===== config.mk =====
export PLATFORM = sky130hd
export DESIGN_NAME = mux_arbiter
export DESIGN_NICKNAME = d
export VERILOG_FILES = /design/src/rtl/mux_arbiter.sv
export SDC_FILE = /design/constraint.sdc
export NUM_CORES = 1
export LEC_CHECK = 0
export ABC_CLOCK_PERIOD_IN_PS = 5400
export BUFFER_PORTS_ARGS = -buffer_cell sky130_fd_sc_hd__buf_2
export CELL_PAD_IN_SITES_DETAIL_PLACEMENT = 2
export CELL_PAD_IN_SITES_GLOBAL_PLACEMENT = 2
export CORE_ASPECT_RATIO = 0.6
export CORE_MARGIN = 8
export CORE_UTILIZATION = 37
export CTS_CLUSTER_DIAMETER = 120
export DETAILED_ROUTE_END_ITERATION = 8
export PLACE_DENSITY = 0.84
export SETUP_SLACK_MARGIN = 0.05
export SLEW_MARGIN = 20
export SYNTH_ARGS = -nofsm -noshare
export SYNTH_HDL_FRONTEND = slang
export SYNTH_SLANG_ARGS = --single-unit

===== constraint.sdc =====
create_clock -name clk -period 5.4 [get_ports clk]
set_input_delay 0.54 -clock clk [delete_from_list [all_inputs] [get_ports clk]]
set_output_delay 0.54 -clock clk [all_outputs]
set_load 0.01 [all_outputs]

===== src/rtl/mux_arbiter.sv =====
// Round-robin arbiter for a 4:1 register mux with hold limit.
// Ownership is registered; one GAP cycle separates owners.
module mux_arbiter #(
  parameter int unsigned MAX_HOLD = 8
) (
  input  logic       clk,
  input  logic       reset_n,
  input  logic [3:0] req,
  output logic [3:0] grant,
  output logic [1:0] selecM,
  output logic       valid,
  output logic       forced
);

  typedef enum logic [1:0] {
    IDLE = 2'b00,
    BUSY = 2'b01,
    GAP  = 2'b10
  } state_t;

  localparam logic [7:0] HOLD = 8'(MAX_HOLD);

  state_t     state_q, state_d;
  logic [3:0] grant_q, grant_d;
  logic [1:0] sel_q, sel_d;
  logic       valid_q, valid_d;
  logic       forced_q, forced_d;
  logic [7:0] cnt_q, cnt_d;
  logic [1:0] ptr_q, ptr_d;

  logic [1:0] win;
  logic [1:0] idx;
  logic       found;

  // Search starts just after the last owner, so it is tried last.
  always_comb begin
    win   = ptr_q;
    idx   = '0;
    found = 1'b0;
    for (int i = 1; i < 5; i++) begin
      idx = ptr_q + 2'(i);
      if (!found && req[idx]) begin
        win   = idx;
        found = 1'b1;
      end
    end
  end

  always_comb begin
    state_d  = state_q;
    grant_d  = grant_q;
    sel_d    = sel_q;
    valid_d  = valid_q;
    forced_d = 1'b0;
    cnt_d    = cnt_q;
    ptr_d    = ptr_q;
    unique case (state_q)
      IDLE, GAP: begin
        if (found) begin
          state_d = BUSY;
          grant_d = 4'b0001 << win;
          sel_d   = {win[0], win[1]};
          valid_d = 1'b1;
          cnt_d   = 8'd1;
          ptr_d   = win;
        end else begin
          state_d = IDLE;
          grant_d = '0;
          valid_d = 1'b0;
          cnt_d   = '0;
        end
      end
      BUSY: begin
        if (req[ptr_q] && cnt_q < HOLD) begin
          cnt_d = cnt_q + 8'd1;
        end else begin
          state_d  = GAP;
          grant_d  = '0;
          valid_d  = 1'b0;
          cnt_d    = '0;
          forced_d = req[ptr_q];
        end
      end
      default: begin
        state_d = IDLE;
        grant_d = '0;
        valid_d = 1'b0;
        cnt_d   = '0;
      end
    endcase
  end

  always_ff @(posedge clk or negedge reset_n) begin
    if (!reset_n) begin
      state_q  <= IDLE;
      grant_q  <= '0;
      sel_q    <= 2'b00;
      valid_q  <= 1'b0;
      forced_q <= 1'b0;
      cnt_q    <= '0;
      ptr_q    <= 2'd3;
    end else begin
      state_q  <= state_d;
      grant_q  <= grant_d;
      sel_q    <= sel_d;
      valid_q  <= valid_d;
      forced_q <= forced_d;
      cnt_q    <= cnt_d;
      ptr_q    <= ptr_d;
    end
  end

  assign grant  = grant_q;
  assign selecM = sel_q;
  assign valid  = valid_q;
  assign forced = forced_q;

endmodule


## After elaboration in Yosys (flattened, before gate mapping)

Index checks and enable logic that the tools add are counted.

| storage, ports and cells | value |
|---|---|
| register bits after elaboration | 20 |
| input bits | 6 |

| cells by class | value |
|---|---|
| $add $sub $neg | 4 |
| order comparisons | 5 |
| equality and inequality tests | 3 |
| shift operators | 1 |
| muxes and demuxes | 30 |
| reduce and logical (&&, ||, !) cells | 10 |

Operators by type and width:

| operator | number |
|---|---|
| $pmux 8 s2 | 1 |
| $mux 1 | 14 |
| $lt 2x3->1 const B | 4 |
| $mux 2 | 5 |
| $add 8x1->8 const B | 1 |
| $bmux 1 s2 | 4 |
| $lt 8x4->1 const B | 1 |
| $mux 4 | 2 |
| $mux 8 | 1 |
| $pmux 4 s2 | 1 |
| $add 2x2->2 const B | 2 |
| $logic_and 1x1->1 | 4 |
| $pmux 2 s2 | 1 |
| $shl 1x2->4 const A | 1 |
| $logic_not 1->1 | 3 |
| $add 2x1->2 const B | 1 |
| $eq 2x1->1 const B | 1 |
| $eq 2x2->1 const B | 1 |
| $logic_not 2->1 | 1 |
| $ne 2x2->1 const B | 1 |
| $pmux 1 s2 | 1 |
| $reduce_and 2->1 | 1 |
| $reduce_or 2->1 | 1 |

## Logic depth before layout (Yosys ltp)

| depth | value |
|---|---|
| depth after elaboration | 16 |
| depth in mapped cells | 5 |
| mapped depth without buffers | 4 |

## Least setup slack after synthesis

Ideal clock, no wire load.

| path | value |
|---|---|
| path kind | register to register |
| start point | register ptr_q[0] |
| end point | register grant_q[0] (netlist: grant[0]) |
| arrival time | 1583 ps |
| data required time | 5278 ps |
| path slack | 3696 ps |
| stages on the path, launching flop included | 5 |
| path buffers | 0 |
| cell sequence | dfstp_2 > mux4_2 > and3b_4 > nor2b_4 > a32o_1 |

| on the way | value |
|---|---|
| longest elaborated chain between the ends | 16 |
| elaborated cells between the ends (all ways) | 30 |
| those cells by class | add/sub: 3; eq/ne: 1; shift: 1; mux: 18; reduce/logical: 7 |

Ends and longest elaborated chain:

| item | RTL line | text |
|---|---|---|
| from (decl) | 29 | `logic [1:0] ptr_q, ptr_d;` |
| from (signal assigned) | 109 | `ptr_q <= ptr_d;` |
| $add 2x1->2 | 41 | `idx = ptr_q + 2'(i);` |
| $bmux 1 s2 | 42 | `if (!found && req[idx]) begin` |
| $mux 1 (not written as such) | 42 |  |
| $mux 1 | 42 |  |
| $logic_not 1->1 | 42 |  |
| $logic_and 1x1->1 | 42 |  |
| $mux 1 | 42 |  |
| $logic_not 1->1 | 42 |  |
| $logic_and 1x1->1 | 42 |  |
| $mux 1 | 42 |  |
| $logic_not 1->1 | 42 |  |
| $logic_and 1x1->1 | 42 |  |
| $mux 2 | 42 |  |
| $shl 1x2->4 | 61 | `grant_d = 4'b0001 << win;` |
| $mux 4 | 59 | `if (found) begin` |
| $pmux 4 s2 | 57 | `unique case (state_q)` |
| to (signal assigned) | 104 | `grant_q <= grant_d;` |
| to (decl) | 24 | `logic [3:0] grant_q, grant_d;` |

Parallel ways exist; a longest one is shown, timed or not. The select of a mux whose other input is x is not followed.
A chain may end at the register's enable or synchronous reset.

## Final worst setup path

| path | value |
|---|---|
| start point | register ptr_q[0] |
| end point | register grant_q[2] (netlist: grant[2]) |

Same word-level chain as after synthesis.

==> key figures <==
Clock tree
  – Root buffer cell: clkbuf_8
  – Later-pin clock latency in the skew report: 260 ps
  – Max H-tree Level: 1
  – Bufs on Longest Clock Path: 2
  – # clock sinks: 20
  – # Post-CTS Setup Buffers: 0
  – Post-CTS Resized: 0
  – Clock slew at reported path FFs: 80 ps
  – CTS tree: done
  – Hold_buf cts: 0
  – CTS buffer count: 3

Finish
  – Final instance area: between 1000 and 1500 um2
  – Ant. Diodes: 0
  – Commonest non-fill, non-tap cell in the layout: dfrtp_1
  – Layout cell share with drive strength beyond 1: between 20% and 30%
  – Most frequent cells in the layout: dfrtp_1, buf_2, nor2_1, a21oi_1, nand2b_1
  – Fill cells: approximately 230
  – Synth-to-Final Area Change: 17.8%
  – Final net count: between 90 and 100
  – Final std cells w/o fill: 120

STA
  – Final hold vios: 0
  – Setup_tns: 0 ps
  – Final worst-path cycle share: 33.8%
  – Clock Skews: around 12 ps
  – Max_slew headroom: about 45%
  – Final slew viol count: 0
  – Crit path time final: between 1500 and 2000 ps
  – # setup viols final: 0
  – Worst slew pin tran: between 800 and 900 ps
  – RSZ-0062 raised after global routing: no
  – Fmax: approximately 550 MHz

Global routing
  – Busiest grt layer: met2
  – First-pass GRT wire length: 3600 um
  – All-Layer GR Usage: 11.6%
  – GRT overflow: 0
  – Met2 usage: between 15 and 20%
  – Number of global-route vias before repair: between 700 and 800
  – Met3 Track Usage GR: 4.73%
  – Initial antenna violation count: 0
  – Pin count of the biggest net entering global routing: 21
  – Routing usage on met1: around 14%

Detailed routing
  – Drt pass-1 iters: 4
  – Antenna-violating nets left: 0
  – # DRC: 0
  – Drt wl/cell: around 18 um
  – Total Wirelength: between 2000 and 2500 um
  – Initial DRC count: 30
  – Drt via density: about 5.2
  – Vias: ~630

Worst setup path
  – Nature of the critical path startpoint: flip-flop
  – CP cell instances: mux4_2, and3b_4, nor2b_4, a32o_1
  – CP Capture Type: flip-flop
  – Delay-heaviest family, CP: flip-flops
  – Max incr delay on CP: ~600 ps
  – WP data required: approximately 5600 ps
  – Max FO, Critical Path: 7
  – Kind of critical path: reg -> reg
  – Worst Path Buf+Inv: 0
  – CP Data Arrival Time: approximately 2000 ps
  – Slowest cell on crit path: dfstp_2

Floorplanning
  – Core Box Area: around 2200 um2
  – Die ar.: a little over 4000 um2
  – Rows: 13
  – Die Wd: about 80 um
  – Die Span Y: about 53 um
  – IO Count: 14
  – Starting density of the core: 39.3%

Status
  – Outcome: complete, no violations

Logic synthesis
  – Synthesized area per cell: about 12 um2
  – Synth unique cells: 29
  – Largest cells by area after synthesis: dfrtp_1, dfstp_2, a32o_1, nand2b_1, a21oi_1
  – Post-synth top area share: between 50% and 60%
  – Post-synthesis cell count: a little over 70
  – Synth area leader: dfrtp_1
  – Post-synthesis sequential area ratio: between 50% and 60%
  – Post-Syn Area: 851 um2
  – Yosys warnings: 0
  – Synth Register Bits: 20

Placed design
  – Port buffer count: 13
  – Placement-stage cell area: around 960 um2
  – GP Congestion: about 0.8
  – Placed cell count: about 120
  – Detailed placement HPWL: about 1700 um

Pwr
  – Pleak: roughly 0.45 nW
  – Cell Pwr Density: about 500 nW/um2
  – Worst VDD drop: around 220 uV

Min path
  – Type of the worst min-delay path: in -> async

Flow run
  – Max-Cap Viols: 0
==> path summary, 6_finish.rpt <==
kind / start / endpoint / slack (ps) / cells after the start
worst min register to register: valid / valid / 480 / 1
worst max-delay path: ptr_q[0] / grant[2] / 3580 / 4
min in group clk: valid / valid / 480 / 1
max in group asynchronous: reset_n / ptr_q[1] / 4830 / 1
worst max register to register: ptr_q[0] / grant[2] / 3580 / 4
worst min-delay path: reset_n / cnt_q[3] / 220 / 1
==> area by class of cell <==
type,instances,area [um2],share of cell area [%]
multi-input cells,52,348,34.7
well taps,30,37.5,3.75
inverters,1,3.75,0.375
clock buffers,4,45.0,4.49
repair buffers,13,65.1,6.49
flip-flops and latches,20,503,50.2
==> per-stage QoR <==
step	hold WS [ps]	utilization, %	power, mW	setup slack (ps)
floorplan	244	-	0.341	3700
global placement	467	44.2	0.395	3570
detailed placement	467	44.2	0.411	3500
CTS	226	46.3	0.512	3570
global route	237	46.3	0.543	3510
finish	216	46.3	0.504	3580
==> routing by layer <==
layer  vias to the layer above  part of all wire (%)
li1                        292                     -
met2                        11                    51
met5                         -                     0
met1                       324                    46
met3                         0                   3.8
met4                         0                     0
==> cells by family after synthesis <==
family,count (synthesis),synth area share (%)
and+or+nand+nor,25,17.2
DFF,20,59.1
AOI/OAI and AO/OA,19,15.7
buffers and inverters,3,1.32
xor gates and xnor gates,2,2.06
adders and majority gates,1,1.47
other,1,0.441
muxes,1,2.65
==> cells in the mapped netlist <==
master and instances:
o22ai_1 1, xor2_1 1, a21oi_1 6, mux4_2 1, nor2_1 8, nor4_1 2, a311oi_1 1, clkbuf_1 2
conb_1 1, nor3b_1 2, a311o_1 1, a32o_1 4, nor2b_1 1, nand2_1 2, nor2b_4 1, inv_1 1
o21ai_0 3, a21o_1 1, and2_1 1, a211oi_1 1, xnor2_1 1, or2_2 1, nand2b_1 5, dfrtp_1 18
a211o_1 1, dfstp_2 2, nand3_1 1, and3b_4 1, ha_1 1
==> power breakdown <==
group / internal (mW) / switching (mW)
clock: 0.0525 / 0.0469
combinational: 0.0729 / 0.0939
sequential: 0.199 / 0.0383
==> state kept, by name (all words and copies together), names as in the netlist <==
| signal | count |
|---|---|
| cnt_q | 8 |
| forced | 1 |
| grant | 4 |
| ptr_q | 2 |
| selecM | 2 |
| state_q | 2 |
| valid | 1 |
==> worst register-to-register path: stages, from the launching register on <==
cell     delay [ps]
dfstp_2         600
mux4_2          530
and3b_4         220
nor2b_4         150
a32o_1          230
(Power assumes the default switching activity.)
